## config.mk

```make
export PLATFORM = sky130hd
export DESIGN_NAME = status_display
export DESIGN_NICKNAME = d
export VERILOG_FILES = /design/src/rtl/status_display.sv
export SDC_FILE = /design/constraint.sdc
export NUM_CORES = 1
export LEC_CHECK = 0
export BUFFER_PORTS_ARGS = -buffer_cell sky130_fd_sc_hd__buf_2
export CORE_ASPECT_RATIO = 0.6
export CORE_MARGIN = 2
export CORE_UTILIZATION = 56
export CTS_CLUSTER_SIZE = 30
export DETAILED_ROUTE_END_ITERATION = 10
export GPL_TIMING_DRIVEN = 0
export PLACE_DENSITY = 0.84
export SETUP_SLACK_MARGIN = 0.2
export SLEW_MARGIN = 10
export SYNTH_ARGS = -nofsm -noshare
export SYNTH_HDL_FRONTEND = slang
export SYNTH_SLANG_ARGS = --single-unit
```

## constraint.sdc

```tcl
create_clock -name clk -period 4 [get_ports clk]
set_clock_uncertainty 0.1 [all_clocks]
set_input_delay 0.8 -clock clk [delete_from_list [all_inputs] [get_ports clk]]
set_output_delay 0.8 -clock clk [all_outputs]
set_load 0.02 [all_outputs]
```

## src/rtl/status_display.sv

```systemverilog
// Seven-segment status display for the password FSM: blank / progress dashes / blinking "Err" / "OPEn".
// Define STATUS_DISPLAY_COUNT_EN to add saturating error/success counters on HEX5/HEX4.
module status_display #(
    parameter int CLK_HZ   = 50000000,
    parameter int BLINK_HZ = 2
) (
    input  logic       clk,
    input  logic       rst_a_p,
    input  logic [1:0] disp_state,
    input  logic [2:0] disp_debug,
    output logic [6:0] hex0,
    output logic [6:0] hex1,
    output logic [6:0] hex2,
    output logic [6:0] hex3,
    output logic [6:0] hex4,
    output logic [6:0] hex5
);

    localparam int HALF_RAW = CLK_HZ / (2 * BLINK_HZ);
    localparam int HALF     = (HALF_RAW < 1) ? 1 : HALF_RAW;
    localparam int CW       = (HALF > 1) ? $clog2(HALF) : 1;
    localparam logic [CW-1:0] CNT_LAST = CW'(HALF - 1);

    localparam logic [6:0] G_BLANK = 7'b1111111;
    localparam logic [6:0] G_DASH  = 7'b0111111;
    localparam logic [6:0] G_E     = 7'b0000110;
    localparam logic [6:0] G_R     = 7'b0101111;
    localparam logic [6:0] G_O     = 7'b1000000;
    localparam logic [6:0] G_P     = 7'b0001100;
    localparam logic [6:0] G_N     = 7'b0101011;

    typedef enum logic [1:0] {
        ST_IDLE = 2'd0,
        ST_ERR  = 2'd1,
        ST_DONE = 2'd2,
        ST_PROC = 2'd3
    } st_e;

    st_e             st_q, st_qq;
    logic [2:0]      step_q;
    logic [CW-1:0]   cnt_q, cnt_d, cnt_eff;
    logic            phase_q, phase_d, phase_eff;
    logic            err_evt;
    logic [3:0]      dash_mask;
    logic [3:0][6:0] low_q, low_d;

    assign err_evt = (st_q == ST_ERR) && (st_qq != ST_ERR);

    // Every error entry restarts the blink from the visible phase.
    always_comb begin
        cnt_eff   = err_evt ? '0 : cnt_q;
        phase_eff = err_evt ? 1'b1 : phase_q;
        cnt_d     = '0;
        phase_d   = 1'b1;
        if (st_q == ST_ERR) begin
            if (cnt_eff == CNT_LAST) begin
                cnt_d   = '0;
                phase_d = ~phase_eff;
            end else begin
                cnt_d   = cnt_eff + 1'b1;
                phase_d = phase_eff;
            end
        end
    end

    always_comb begin
        low_d = {4{G_BLANK}};
        case (step_q)
            3'd3:    dash_mask = 4'b1100;
            3'd4:    dash_mask = 4'b1110;
            default: dash_mask = 4'b1000;
        endcase
        case (st_q)
            ST_PROC: begin
                for (int i = 0; i < 4; i++)
                    if (dash_mask[i]) low_d[i] = G_DASH;
            end
            ST_ERR: begin
                if (phase_eff) low_d = {G_E, G_R, G_R, G_BLANK};
            end
            ST_DONE: low_d = {G_O, G_P, G_E, G_N};
            default: low_d = {4{G_BLANK}};
        endcase
    end

    always_ff @(posedge clk) begin
        if (rst_a_p) begin
            st_q    <= ST_IDLE;
            st_qq   <= ST_IDLE;
            step_q  <= '0;
            cnt_q   <= '0;
            phase_q <= 1'b1;
            low_q   <= {4{G_BLANK}};
        end else begin
            st_q    <= st_e'(disp_state);
            st_qq   <= st_q;
            step_q  <= disp_debug;
            cnt_q   <= cnt_d;
            phase_q <= phase_d;
            low_q   <= low_d;
        end
    end

    assign hex0 = low_q[0];
    assign hex1 = low_q[1];
    assign hex2 = low_q[2];
    assign hex3 = low_q[3];

`ifdef STATUS_DISPLAY_COUNT_EN
    function automatic logic [6:0] seg_digit(input logic [3:0] d);
        case (d)
            4'd0:    seg_digit = 7'b1000000;
            4'd1:    seg_digit = 7'b1111001;
            4'd2:    seg_digit = 7'b0100100;
            4'd3:    seg_digit = 7'b0110000;
            4'd4:    seg_digit = 7'b0011001;
            4'd5:    seg_digit = 7'b0010010;
            4'd6:    seg_digit = 7'b0000010;
            4'd7:    seg_digit = 7'b1111000;
            4'd8:    seg_digit = 7'b0000000;
            4'd9:    seg_digit = 7'b0010000;
            default: seg_digit = G_BLANK;
        endcase
    endfunction

    logic            ok_evt;
    logic [3:0]      err_cnt_q, err_cnt_d, ok_cnt_q, ok_cnt_d;
    logic [1:0][6:0] hi_q;

    assign ok_evt = (st_q == ST_DONE) && (st_qq != ST_DONE);

    always_comb begin
        err_cnt_d = err_cnt_q;
        ok_cnt_d  = ok_cnt_q;
        if (err_evt && err_cnt_q != 4'd9) err_cnt_d = err_cnt_q + 4'd1;
        if (ok_evt  && ok_cnt_q  != 4'd9) ok_cnt_d  = ok_cnt_q  + 4'd1;
    end

    always_ff @(posedge clk) begin
        if (rst_a_p) begin
            err_cnt_q <= '0;
            ok_cnt_q  <= '0;
            hi_q      <= {G_BLANK, G_BLANK};
        end else begin
            err_cnt_q <= err_cnt_d;
            ok_cnt_q  <= ok_cnt_d;
            hi_q      <= {seg_digit(err_cnt_q), seg_digit(ok_cnt_q)};
        end
    end

    assign hex5 = hi_q[1];
    assign hex4 = hi_q[0];
`else
    assign hex5 = G_BLANK;
    assign hex4 = G_BLANK;
`endif

endmodule
```

Word level (Yosys, flattened, before mapping)
Cells that the tools add are included.
Widths: inputs -> output; s select.
{"block": "word_totals", "ff_bits": 60, "latchBits": 0, "ramBits": 0, "romBits": 0, "inputBits": 7, "mem_count": 0}
{"block": "classes", "addsub": 1, "mul": 0, "n_div": 0, "magnitude_cmp": 0, "n_eq_ne": 7, "shift": 0, "muxes": 10, "bitwise": 2, "n_reduce_logical": 3}
{"operator": "$pmux 28 s3", "count": 1}
{"operator": "$mux 28", "count": 1}
{"operator": "$mux 7", "count": 4}
{"operator": "$add 24x1->24 const B", "count": 1}
{"operator": "$eq 24x24->1 const B", "count": 1}
{"operator": "$mux 24", "count": 1}
{"operator": "$pmux 3 s2", "count": 1}
{"operator": "$eq 2x2->1 const B", "count": 2}
{"operator": "$eq 3x2->1 const B", "count": 1}
{"operator": "$eq 3x3->1 const B", "count": 1}
{"operator": "$reduce_or 3->1", "count": 1}
{"operator": "$eq 2x1->1 const B", "count": 1}
{"operator": "$mux 1", "count": 2}
{"operator": "$ne 2x1->1 const B", "count": 1}
{"operator": "$not 1->1", "count": 2}
{"operator": "$reduce_or 2->1", "count": 1}
{"operator": "$logic_and 1x1->1", "count": 1}

Logic depth before layout (Yosys ltp)
Gate-level depths: netlist (run 1).
{"block": "depth", "word_depth": 5, "mapped_depth": 13}

Worst setup path before layout (run 1)
No wires, ideal clock.
{"block": "synth_timing", "kind": "reg-to-reg", "start": "register st_q[1]", "end": "register cnt_q[13]", "setup_ps": 115, "arrival_ps": 2330, "required_ps": 3785, "setup_slack_ps": 1455, "path_stages_with_launch": 14, "path_buffers": 4, "period_less_slack_ps": 2545, "path_cell_list": "dfxtp_1 > nand2b_1 > buf_4 > or2_2 > clkbuf_1 > and2_1 > ha_1 > nand3_1 > nand2b_1 > or4_1 > buf_2 > nand3_4 > buf_12 > nor2_2"}
{"block": "synth_between", "elab_chain_len": 5, "word_cells_on_any_way": 7}
{"item": "start, declared", "line_no": "39", "rtl": "st_e st_q, st_qq;"}
{"item": "start signal, assigned", "line_no": "95", "rtl": "st_q <= st_e'(disp_state);"}
{"item": "$eq 2x1->1 *", "line_no": "47, 55"}
{"item": "branches (longest 4 deep; another with $add 24x1->24)"}
{"item": "end signal, assigned", "line_no": "98", "rtl": "cnt_q <= cnt_d;"}
{"item": "end, declared", "line_no": "41", "rtl": "logic [CW-1:0] cnt_q, cnt_d, cnt_eff;"}
Every way passes the cells marked *.
A chain may end at the register's enable or synchronous reset.

Worst setup path in the final report (run 1)
{"block": "layout_timing", "start": "register st_qq[0]", "end": "register cnt_q[12]"}
{"block": "layout_between", "elab_chain_len": 5, "word_cells_on_any_way": 6}
{"item": "start, declared", "line_no": "39"}
{"item": "start signal, assigned", "line_no": "96", "rtl": "st_qq <= st_q;"}
{"item": "$ne 2x1->1 *", "line_no": "47", "rtl": "assign err_evt = (st_q == ST_ERR) && (st_qq != ST_ERR);"}
{"item": "$logic_and 1x1->1 *", "line_no": "47"}
{"item": "$mux 24 *", "line_no": "51", "rtl": "cnt_eff = err_evt ? '0 : cnt_q;"}
{"item": "branches (longest 2 deep; another with $add 24x1->24)"}
Marks and branches as above.

==> results of run 1 <==
==> worst min-delay path, cell delays in order (launching register included) <==
cell and delay [ns]:
dfxtp_1 0.35, nand3_1 0.09, nand2_1 0.05
==> flip-flops by register name, indices dropped and copies added, names as in the netlist <==
signal / cells
cnt_q: 24
hex1: 1
hex2: 1
hex3: 3
phase_q: 1
st_q: 2
st_qq: 2
step_q: 3
==> worst max path at each step <==
stage / start / endpoint / slack (ns)
floorplan: st_q[1] / cnt_q[13] / 1.45
global placement: st_qq[0] / cnt_q[12] / 1.16
detailed placement: st_qq[0] / cnt_q[9] / 1.14
CTS: st_qq[0] / cnt_q[12] / 1.12
global route: st_qq[0] / cnt_q[12] / 0.89
finish: st_qq[0] / cnt_q[12] / 1.10
==> power breakdown <==
part           total (uW)  switching (uW)  leakage, uW  internal (uW)
registers             380            5.16     0.000301            375
clock network         259             123    0.0000443            136
logic                88.1            50.2     0.000487           38.0
total                 728             178     0.000832            550
==> layout by cell type (no fill, tap or decap), types with 4 or more instances in the layout <==
cell type and count:
nor4_1 8, conb_1 22, nor2b_1 11, buf_4 38, nand2_1 15, nor3_1 4
clkbuf_8 6, xor2_1 8, buf_2 28, nand3_1 9, clkbuf_1 5, nand4_1 4
and2_1 4, dfxtp_1 37, nor2_2 10, xnor2_1 15, and4_1 4, nand2b_1 4
nor2_1 17
==> layer usage <==
layer / routed length [um] / share of wire / track usage / vias to the layer above
met2: 1504 / 0.42 / 0.2811 / 67
met4: 68 / 0.019 / 0.07759 / 0
met1: 1696 / 0.47 / 0.2869 / 650
met3: 327 / 0.091 / 0.04444 / 8
li1: - / - / - / 755
met5: 0 / 0 / 0 / -
==> stage by stage <==
| step | area [um2] | hold slack (ns) | power (uW) | worst slack, ns | cells |
|---|---|---|---|---|---|
| after CTS | 2256 | 0.4260 | 731.0 | 1.123 | 314 |
| after detailed placement | 2170 | 0.4158 | 475.4 | 1.138 | 307 |
| after global routing | 2256 | 0.4689 | 752.0 | 0.8923 | 314 |
| final | 2256 | 0.4239 | 727.7 | 1.099 | 314 |
| after floorplan | 1983 | 0.3769 | 459.5 | 1.455 | 236 |
| after global placement | 2170 | 0.3982 | 474.1 | 1.159 | 307 |
==> cell type report <==
cell class	instances	share of cell area
multi-input combinational	152	0.4010
sequential	37	0.3283
buffer	45	0.1464
timing repair buffer	26	0.05768
clock buffer	7	0.03827
tap	45	0.02496
inverter	2	0.003328
==> cell families after synthesis <==
group,count (synthesis)
adders and majority gates,1
buffers and inverters,47
xor gates and xnor gates,23
and+or+nand+nor,98
DFF,37
AOI/OAI and AO/OA,8
other,1
==> metrics.md, run 1 <==
| Metric | Value |
|---|---|
| Grt total ovfl | `0` |
| WL final | `3597 um` |
| Synth warn | `0` |
| Final Hold Fails | `0` |
| CTS tree | `done` |
| Synth area leaders | `dfxtp_1 (39%), buf_4 (15%), xnor2_1 (6.9%)` |
| Sequential cell area fraction in the yosys report | `0.3890` |
| Worst Hold Launch | `st_q[1]` |
| Vias | `1480` |
| Register area | `roughly 740 um2` |
| Footprint of the multi-input gates | `904.6 um2` |
| Fin. max-slew vios | `0` |
| # setup viols final | `0` |
| Status | `complete, no violations` |
| Cell count along the critical path | `12` |
| Setup crit end kind | `flop` |
| Crit path DAT | `around 3.0 ns` |
| Main combinational cell family by area after synthesis | `simple AND/OR/NAND/NOR gates` |
| Vias in the first global route | `1274` |
| Die Area | `0.003898 mm2` |
| Largest net degree at the start of global routing | `12` |
| Synth top area share | `0.3890` |
| Flop-to-flop setup slack | `1.10 ns` |
| Routability Congestion | `~0.85` |
| Final ANT Viol Nets | `0` |
| Synth Flop Type | `dfxtp_1` |
| Leading area contributor after synthesis | `dfxtp_1` |
| H-Tree Depth | `2` |
| Hold Crit Endpoint | `hex1[6]` |
| Area Overhead vs Synth | `18.46%` |
| Hold path depth | `2` |
| Post-CTS Setup Bufs | `0` |
| Vias per std cell | `between 4 and 5` |
| Ports | `between 40 and 50` |
| Period utilization | `0.7254` |
| Post-Synth Adder-Cell Area | `0.006570` |
| Synth cell types | `33` |
| 1st-iter DRT viols | `66` |
| Remaining routing DRC violations | `0` |
| Crit-path leading delay family | `simple AND/OR/NAND/NOR gates` |
| Post-synth ARST share | `0` |
| Synthesized-area fraction occupied by and/or/nand/nor cells | `0.2911` |
| Cells along the critical path | `nor2b_1 > or2_2 > clkbuf_1 > and2_1 > ha_1 > nand3_1 > nand2b_1 > or4_1 > buf_2 > nand3_4 > buf_12 > nor2_2` |
| CTS Buf Count | `5` |
| Crit path buffers/inverters | `3` |
| Crit path kind | `flop to flop` |
| Gate Count Post-Synth | `215` |
| Fill count | `between 200 and 300` |
| Final critical-path required period | `a little under 3 ns` |
| P_leak | `approximately 0.00083 uW` |
| Reg2reg start | `st_qq[0]` |
| Largest stage delay on the critical path | `around 0.4 ns` |
| Hold Path Class | `flop to flop` |
| Layout cells sized above 1 | `0.3197` |
| FF-to-FF End | `cnt_q[12]` |
| Initial core utilization | `0.5836` |
| CP Max Fanout | `10` |
| Clock Tree Buf Depth | `2` |
| Number of max-cap violations | `0` |
| First-pass GRT wire length | `5892 um` |
| PD cells | `between 300 and 400 mW/mm2` |
| Worst skew pair latency | `0.29 ns` |
| Row count | `16` |
| Initial antenna violation count | `0` |
| Worst EP required | `approximately 4 ns` |
| Mux contribution to synthesized area | `0` |
| Slowest CP cell | `or4_1` |
| Top cells by count, synth | `buf_4 (38), dfxtp_1 (37), nor2_1 (17)` |
| Die height | `49.17 um` |
| CTS sink cnt | `37` |
| Count leader, synth | `buf_4` |
| Chip width | `79.29 um` |
| Peak VDD IR | `roughly 220 uV` |
| Fmax | `0.3447 GHz` |
| Final core occ | `0.6913` |
| Setup TNS | `0 ns` |
| Post_cts resized | `0` |
| Cell Area, Synth | `~0.0019 mm2` |
| PortBufs | `26` |
| EDFF count, synth | `0` |
| Core ar. | `about 0.0033 mm2` |
| Pre-Repair DR Iteration Count | `4` |
| Total track usage | `0.1964` |
| Total inserted antenna cells | `0` |
| Synthesized area per cell | `8.857 um2` |
| Worst R2R Path Depth | `12` |
| RSZ-0062 raised after global routing | `false` |
| Post-DP HPWL | `about 2600 um` |
| Worst-path clk slew | `~0.07 ns` |
| Register bit total from synthesis | `37` |
| Post-layout nets | `between 200 and 300` |
| Kind of start point of the critical path | `flop` |
| Clock root buffer | `clkbuf_8` |
| Compound-cell area share of the yosys netlist | `0.02825` |
| # hold bufs at CTS | `0` |
| Wirelength per Cell | `between 10 and 15 um` |
| XOR/XNOR Fraction of Synth Area | `0.1058` |
Note: power is estimated with default switching activity, not from simulation.
==> inputs of run 2 (changes only) <==
--- a/config.mk
+++ b/config.mk
@@ -8,11 +8,11 @@
 export BUFFER_PORTS_ARGS = -buffer_cell sky130_fd_sc_hd__buf_2
 export CORE_ASPECT_RATIO = 0.6
 export CORE_MARGIN = 2
-export CORE_UTILIZATION = 56
+export CORE_UTILIZATION = 52
 export CTS_CLUSTER_SIZE = 30
 export DETAILED_ROUTE_END_ITERATION = 10
 export GPL_TIMING_DRIVEN = 0
-export PLACE_DENSITY = 0.84
+export PLACE_DENSITY = 0.79
 export SETUP_SLACK_MARGIN = 0.2
 export SLEW_MARGIN = 10
 export SYNTH_ARGS = -nofsm -noshare
==> constraint.sdc (replaced) <==
create_clock -name clk -period 2.84 [get_ports clk]
set_clock_uncertainty 0.1 [all_clocks]
set_input_delay 0.568 -clock clk [delete_from_list [all_inputs] [get_ports clk]]
set_output_delay 0.568 -clock clk [all_outputs]
set_load 0.02 [all_outputs]
==> metrics.md, run 2 (synthesis results as in run 1) <==
| Metric | Value |
|---|---|
| Crit path buffers/inverters | `3 (unchanged)` |
| Hold Path Class | `input pin to flop (was flop to flop)` |
| Pre-Repair DR Iteration Count | `4 (unchanged)` |
| Tot Pwr | `1203 uW (was 727.7 uW)` |
| Worst hold margin | `0.3715 ns (was 0.4239 ns)` |
| Post-DP HPWL | `2551 um (was 2644 um)` |
| CP Max Fanout | `10 (unchanged)` |
| Worst skew pair latency | `0.30 ns (was 0.29 ns)` |
| CTS sink cnt | `37 (unchanged)` |
| Initial core utilization | `0.5629 (was 0.5836)` |
| PortBufs | `26 (unchanged)` |
| # setup viols final | `0 (unchanged)` |
| Crit-path leading delay family | `simple AND/OR/NAND/NOR gates (unchanged)` |
| Vias | `1467 (was 1480)` |
| Post-layout nets | `280 (was 277)` |
| Setup Slack @ Placement | `-0.008228 ns (was 1.138 ns)` |
| Commonest non-fill, non-tap cell in the layout | `buf_4 (unchanged)` |
| PD cells | `511.0 mW/mm2 (was 322.6 mW/mm2)` |
| Clock root buffer | `clkbuf_8 (unchanged)` |
| Core ar. | `0.003383 mm2 (was 0.003263 mm2)` |
| Final ANT Viol Nets | `0 (unchanged)` |
| Remaining routing DRC violations | `0 (unchanged)` |
| Placed cell area | `0.002170 mm2 (unchanged)` |
| Routability Congestion | `0.8057 (was 0.8546)` |
| Layout cells sized above 1 | `0.3480 (was 0.3197)` |
| Largest net degree at the start of global routing | `13 (was 12)` |
| Initial antenna violation count | `0 (unchanged)` |
| Setup crit end kind | `flop (unchanged)` |
| P_leak | `0.0008778 uW (was 0.0008319 uW)` |
| Total inserted antenna cells | `0 (unchanged)` |
| Die Area | `0.004178 mm2 (was 0.003898 mm2)` |
| Fmax | `0.4007 GHz (was 0.3447 GHz)` |
| CTS Buf Count | `5 (unchanged)` |
| 1st-iter DRT viols | `92 (was 66)` |
| Finished Layout Cells | `318 (was 314)` |
| Vias per std cell | `4.613 (was 4.713)` |
| H-Tree Depth | `2 (unchanged)` |
| Final Hold Fails | `0 (unchanged)` |
| Wirelength per Cell | `11.54 um (was 11.46 um)` |
| Largest stage delay on the critical path | `0.40 ns (about the same)` |
| Ports | `49 (unchanged)` |
| Final setup margin | `0.3443 ns (was 1.099 ns)` |
| Cells along the critical path | `nand2b_1 > buf_4 > or2_4 > and2_1 > ha_2 > nand3_1 > nand2b_1 > or4_1 > buf_2 > nand3_4 > buf_12 > nor2_2 (was nor2b_1 > or2_2 > clkbuf_1 > and2_1 > ha_1 > nand3_1 > nand2b_1 > or4_1 > buf_2 > nand3_4 > buf_12 > nor2_2)` |
| Post-route cell area | `0.002354 mm2 (was 0.002256 mm2)` |
| Worst EP required | `2.93 ns (was 4.09 ns)` |
| Flop-to-flop setup slack | `0.34 ns (was 1.10 ns)` |
| WL final | `3670 um (was 3597 um)` |
| Chip width | `82.13 um (was 79.29 um)` |
| Number of max-cap violations | `0 (unchanged)` |
| Crit path DAT | `2.58 ns (was 2.99 ns)` |
| Fin. max-slew vios | `0 (unchanged)` |
| First-pass GRT wire length | `5692 um (was 5892 um)` |
| Dpl cells | `307 (unchanged)` |
| Clock Tree Buf Depth | `2 (unchanged)` |
| Worst-path clk slew | `0.08 ns (was 0.07 ns)` |
| Peak VDD IR | `299.1 uV (was 218.7 uV)` |
| Final critical-path required period | `2.496 ns (was 2.901 ns)` |
| Grt total ovfl | `0 (unchanged)` |
| Total track usage | `0.1803 (was 0.1964)` |
| Vias in the first global route | `1288 (was 1274)` |
| Slowest CP cell | `or4_1 (unchanged)` |
| CTS tree | `done (unchanged)` |
| Crit path kind | `flop to flop (unchanged)` |
| Status | `complete, no violations (unchanged)` |
| Area Overhead vs Synth | `23.59% (was 18.46%)` |
| Most frequent cells in the layout | `buf_4 (41), dfxtp_1 (36), buf_2 (28) (was buf_4 (38), dfxtp_1 (37), buf_2 (28))` |
| Kind of start point of the critical path | `flop (unchanged)` |
| Die height | `50.88 um (was 49.17 um)` |
| Max reg flops | `24 (unchanged)` |
| Most used cell, CP | `nand2b_1` |
| Period utilization | `0.8788 (was 0.7254)` |
| Row count | `16 (unchanged)` |
| Reg with most FFs | `cnt_q (unchanged)` |
| RSZ-0062 raised after global routing | `false (unchanged)` |
==> run 2: changes by cell type in the layout (fill, tap and decap cells not counted) <==
cell       change
clkinv_2       +1
ha_1           -1
ha_2           +1
clkbuf_1       -2
or2_4          +1
or2_2          -1
nor2b_1        -1
dfxtp_4        +1
buf_4          +3
bufinv_16      +2
clkbuf_8       -1
buf_12         +1
dfxtp_1        -1
nor2b_2        +1
==> run 2: power by group <==
group          total [uW]  leakage, uW  switching [uW]  internal [uW]
registers             535     0.000302            7.37            528
logic                 130     0.000508            71.8           57.9
clock network         538    0.0000681             189            349
==> run 2: final cells by class <==
class	count	area (um2)
fillers	276	1030
multi-input cells	152	912.1
flip-flops and latches	37	744.5
plain buffers	44	326.6
repair buffers	30	172.7
clock buffers	5	68.82
clock inverters	3	65.06
well taps	45	56.30
inverters	2	7.507
==> run 2: repair_timing <==
| item | CTS | global route |
|---|---|---|
| setup endpoints to repair | 24 | 24 |
| pin swaps | 0 | 2 |
| setup buffers | 0 | 4 |
| gates resized for setup | 1 | 4 |
| hold buffers | 0 | 0 |
==> run 2: worst paths after layout <==
check                              startpoint  cells past startpoint        end
worst min register to register        st_q[1]                      2    hex1[6]
worst min-delay path            disp_debug[2]                      2  step_q[2]
worst max-delay path                  st_q[0]                     12  cnt_q[13]
worst max register to register        st_q[0]                     12  cnt_q[13]
==> run 2: per-stage QoR <==
step / setup TNS (ns) / utilization
global route: 0 / 0.6956
finish: 0 / 0.6956
detailed placement: -0.03486 / 0.6413
global placement: 0 / 0.6413
CTS: 0 / 0.6801
floorplan: 0 / -
==> run 2: layer usage <==
metal / vias up / global-route usage / wire (um)
li1: 764 / - / -
met1: 632 / 0.2578 / 1818
met2: 64 / 0.2466 / 1461
met3: 7 / 0.06007 / 332
met4: 0 / 0.07500 / 58
met5: - / 0 / 0
==> inputs of run 3 (changes only) <==
--- a/config.mk
+++ b/config.mk
@@ -8,11 +8,12 @@
 export BUFFER_PORTS_ARGS = -buffer_cell sky130_fd_sc_hd__buf_2
 export CORE_ASPECT_RATIO = 0.6
 export CORE_MARGIN = 2
-export CORE_UTILIZATION = 52
+export CORE_UTILIZATION = 54
+export CTS_BUF_LIST = sky130_fd_sc_hd__clkbuf_4
 export CTS_CLUSTER_SIZE = 30
 export DETAILED_ROUTE_END_ITERATION = 10
 export GPL_TIMING_DRIVEN = 0
-export PLACE_DENSITY = 0.79
+export PLACE_DENSITY = 0.81
 export SETUP_SLACK_MARGIN = 0.2
 export SLEW_MARGIN = 10
 export SYNTH_ARGS = -nofsm -noshare
==> metrics.md, run 3 (synthesis results as in run 1) <==
| Metric | Value |
|---|---|
| Status | `complete, no violations (unchanged)` |
| # setup viols final | `0 (unchanged)` |
| Initial antenna violation count | `0 (unchanged)` |
| Clock Tree Buf Depth | `2 (unchanged)` |
| Sw Ratio | `0.2654 (was 0.2232)` |
| Wirelength per Cell | `11.40 um (was 11.54 um)` |
| PD cells | `408.2 mW/mm2 (was 511.0 mW/mm2)` |
| CTS tree | `done (unchanged)` |
| Reg with most FFs | `cnt_q (unchanged)` |
| Setup crit end kind | `flop (unchanged)` |
| CP Max Fanout | `10 (unchanged)` |
| Net Switching | `242.8 uW (was 268.4 uW)` |
| Layout cells sized above 1 | `0.3358 (was 0.3480)` |
| Hold Crit Endpoint | `st_q[0] (was step_q[2])` |
| Row count | `16 (unchanged)` |
| P_leak | `0.0008292 uW (was 0.0008778 uW)` |
| Setup Slack @ Placement | `-0.08314 ns (was -0.008228 ns)` |
| PortBufs | `26 (unchanged)` |
| Crit path kind | `flop to flop (unchanged)` |
| Die height | `50 um (was 50.88 um)` |
| Hold Path Class | `input pin to flop (unchanged)` |
| Worst R2R Path Depth | `12 (unchanged)` |
| Post-route cell area | `0.002241 mm2 (was 0.002354 mm2)` |
| Fin. max-slew vios | `0 (unchanged)` |
| Initial core utilization | `0.5730 (was 0.5629)` |
| Final Hold Fails | `0 (unchanged)` |
| Peak VDD IR | `261.1 uV (was 299.1 uV)` |
| RSZ-0062 raised after global routing | `false (unchanged)` |
| Final critical-path required period | `2.537 ns (was 2.496 ns)` |
| Max reg flops | `24 (unchanged)` |
| Vias | `1486 (was 1467)` |
| Placed cell area | `0.002170 mm2 (unchanged)` |
| Vias in the first global route | `1325 (was 1288)` |
| WL final | `3601 um (was 3670 um)` |
| Area Overhead vs Synth | `17.67% (was 23.59%)` |
| Final core occ | `0.6743 (was 0.6956)` |
| Flop-to-flop setup slack | `0.30 ns (was 0.34 ns)` |
| First-pass GRT wire length | `5982 um (was 5692 um)` |
| Internal cell power | `672.0 uW (was 934.2 uW)` |
| Largest net degree at the start of global routing | `12 (was 13)` |
| Routability Congestion | `0.8224 (was 0.8057)` |
| Number of max-cap violations | `0 (unchanged)` |
| Final ANT Viol Nets | `0 (unchanged)` |
| Vias per std cell | `4.703 (was 4.613)` |
| Clk pwr share | `0.278 (was 0.447)` |
| Post-layout nets | `278 (was 280)` |
| 1st-iter DRT viols | `97 (was 92)` |
| Die Area | `0.004033 mm2 (was 0.004178 mm2)` |
| FF-to-FF End | `cnt_q[11] (was cnt_q[13])` |
| Fill count | `284 (was 276)` |
| Pre-Repair DR Iteration Count | `4 (unchanged)` |
| H-Tree Depth | `2 (unchanged)` |
| Core ar. | `0.003323 mm2 (was 0.003383 mm2)` |
| Worst EP required | `2.98 ns (was 2.93 ns)` |
| Remaining routing DRC violations | `0 (unchanged)` |
| Register area | `744.5 um2 (unchanged)` |
| Post-DP HPWL | `2714 um (was 2551 um)` |
| Total track usage | `0.1985 (was 0.1803)` |
| Commonest non-fill, non-tap cell in the layout | `buf_4 (unchanged)` |
| Final setup margin | `0.3029 ns (was 0.3443 ns)` |
| Fmax | `0.3941 GHz (was 0.4007 GHz)` |
| Worst-path clk slew | `0.10 ns (was 0.08 ns)` |
| Grt total ovfl | `0 (unchanged)` |
| Hold path depth | `2 (unchanged)` |
| Clock root buffer | `clkbuf_4 (was clkbuf_8)` |
| Sequential group share of total power | `0.585 (was 0.445)` |
| Worst Hold Launch | `disp_state[0] (was disp_debug[2])` |
| Total inserted antenna cells | `0 (unchanged)` |
| Reg2reg start | `st_q[1] (was st_q[0])` |
| Most frequent cells in the layout | `buf_4 (40), dfxtp_1 (36), buf_2 (28) (was buf_4 (41), dfxtp_1 (36), buf_2 (28))` |
| Kind of start point of the critical path | `flop (unchanged)` |
| Crit path DAT | `2.68 ns (was 2.58 ns)` |
| Period utilization | `0.8934 (was 0.8788)` |
| Chip width | `80.67 um (was 82.13 um)` |
| Comb pwr share | `0.137 (was 0.108)` |
| Ports | `49 (unchanged)` |
| Worst skew pair latency | `0.34 ns (was 0.30 ns)` |
| CTS sink cnt | `37 (unchanged)` |
| CTS Buf Count | `5 (unchanged)` |
| Footprint of the multi-input gates | `909.6 um2 (was 912.1 um2)` |
-- run 3: cell count changes in the layout (fill, tap and decap cells not counted), sizes merged --
cell	delta
clkinv	+2
bufinv	-2
buf	-2
-- run 3: power groups by stage --
stage / Clock [uW] / Combinational [uW] / Sequential, uW
final: 254 / 126 / 535
after global routing: 292 / 136 / 537
after CTS: 261 / 123 / 536
after detailed placement: 0 / 123 / 547
after global placement: 0 / 122 / 546
after floorplan: 0 / 96.7 / 551
-- run 3: how the worst max path moves through the flow --
stage	to	startpoint	slack (ns)	cells past startpoint
final	cnt_q[11]	st_q[1]	0.30	12
after global routing	cnt_q[5]	st_q[1]	0.19	12
after CTS	cnt_q[9]	st_q[1]	0.20	12
after detailed placement	cnt_q[13]	st_qq[0]	-0.08	12
after global placement	cnt_q[10]	st_qq[0]	-0.002	12
after floorplan	cnt_q[13]	st_q[1]	0.29	13
-- run 3: timing repair --
action / in CTS / in global routing
hold buffers: 0 / 0
resized for setup: 2 / 4
setup endpoints to repair: 24 / 15
setup buffers: 0 / 2
pin swaps: 0 / 1
-- run 3: routing by layer --
metal / global-route usage / vias up / share of wire
met3: 0.07692 / 4 / 0.096
met1: 0.2704 / 654 / 0.47
met4: 0.06215 / 0 / 0.0097
met2: 0.2889 / 68 / 0.43
li1: - / 760 / -
met5: 0 / - / 0
-- run 3: area by class of cell --
cell class                 instances  share of cell area
buffer                            44              0.1463
inverter                           2            0.003350
sequential                        37              0.3322
timing repair buffer              28             0.06477
tap                               45             0.02513
clock buffer                       5             0.01675
multi-input combinational        152              0.4059
clock inverter                     3            0.005583
-- run 3: worst max-delay path, cell delays in order, from the launching register on --
cell and delay (ns):
dfxtp_4 0.38, nand2b_1 0.10, buf_4 0.16, or2_4 0.18
and2_1 0.17, ha_1 0.19, nand3_1 0.11, nand2b_1 0.16
or4_1 0.39, buf_2 0.17, nand3_4 0.13, buf_12 0.16
nor2_2 0.04
-- run 3: stage by stage --
stage	total power (uW)	setup TNS, ns	cells	hold slack [ns]
floorplan	647.2	0	236	0.3769
global placement	668.1	-0.01178	307	0.3981
detailed placement	670.2	-0.7474	307	0.3980
CTS	919.4	0	314	0.3201
global route	964.9	0	316	0.3078
finish	914.8	0	316	0.3267
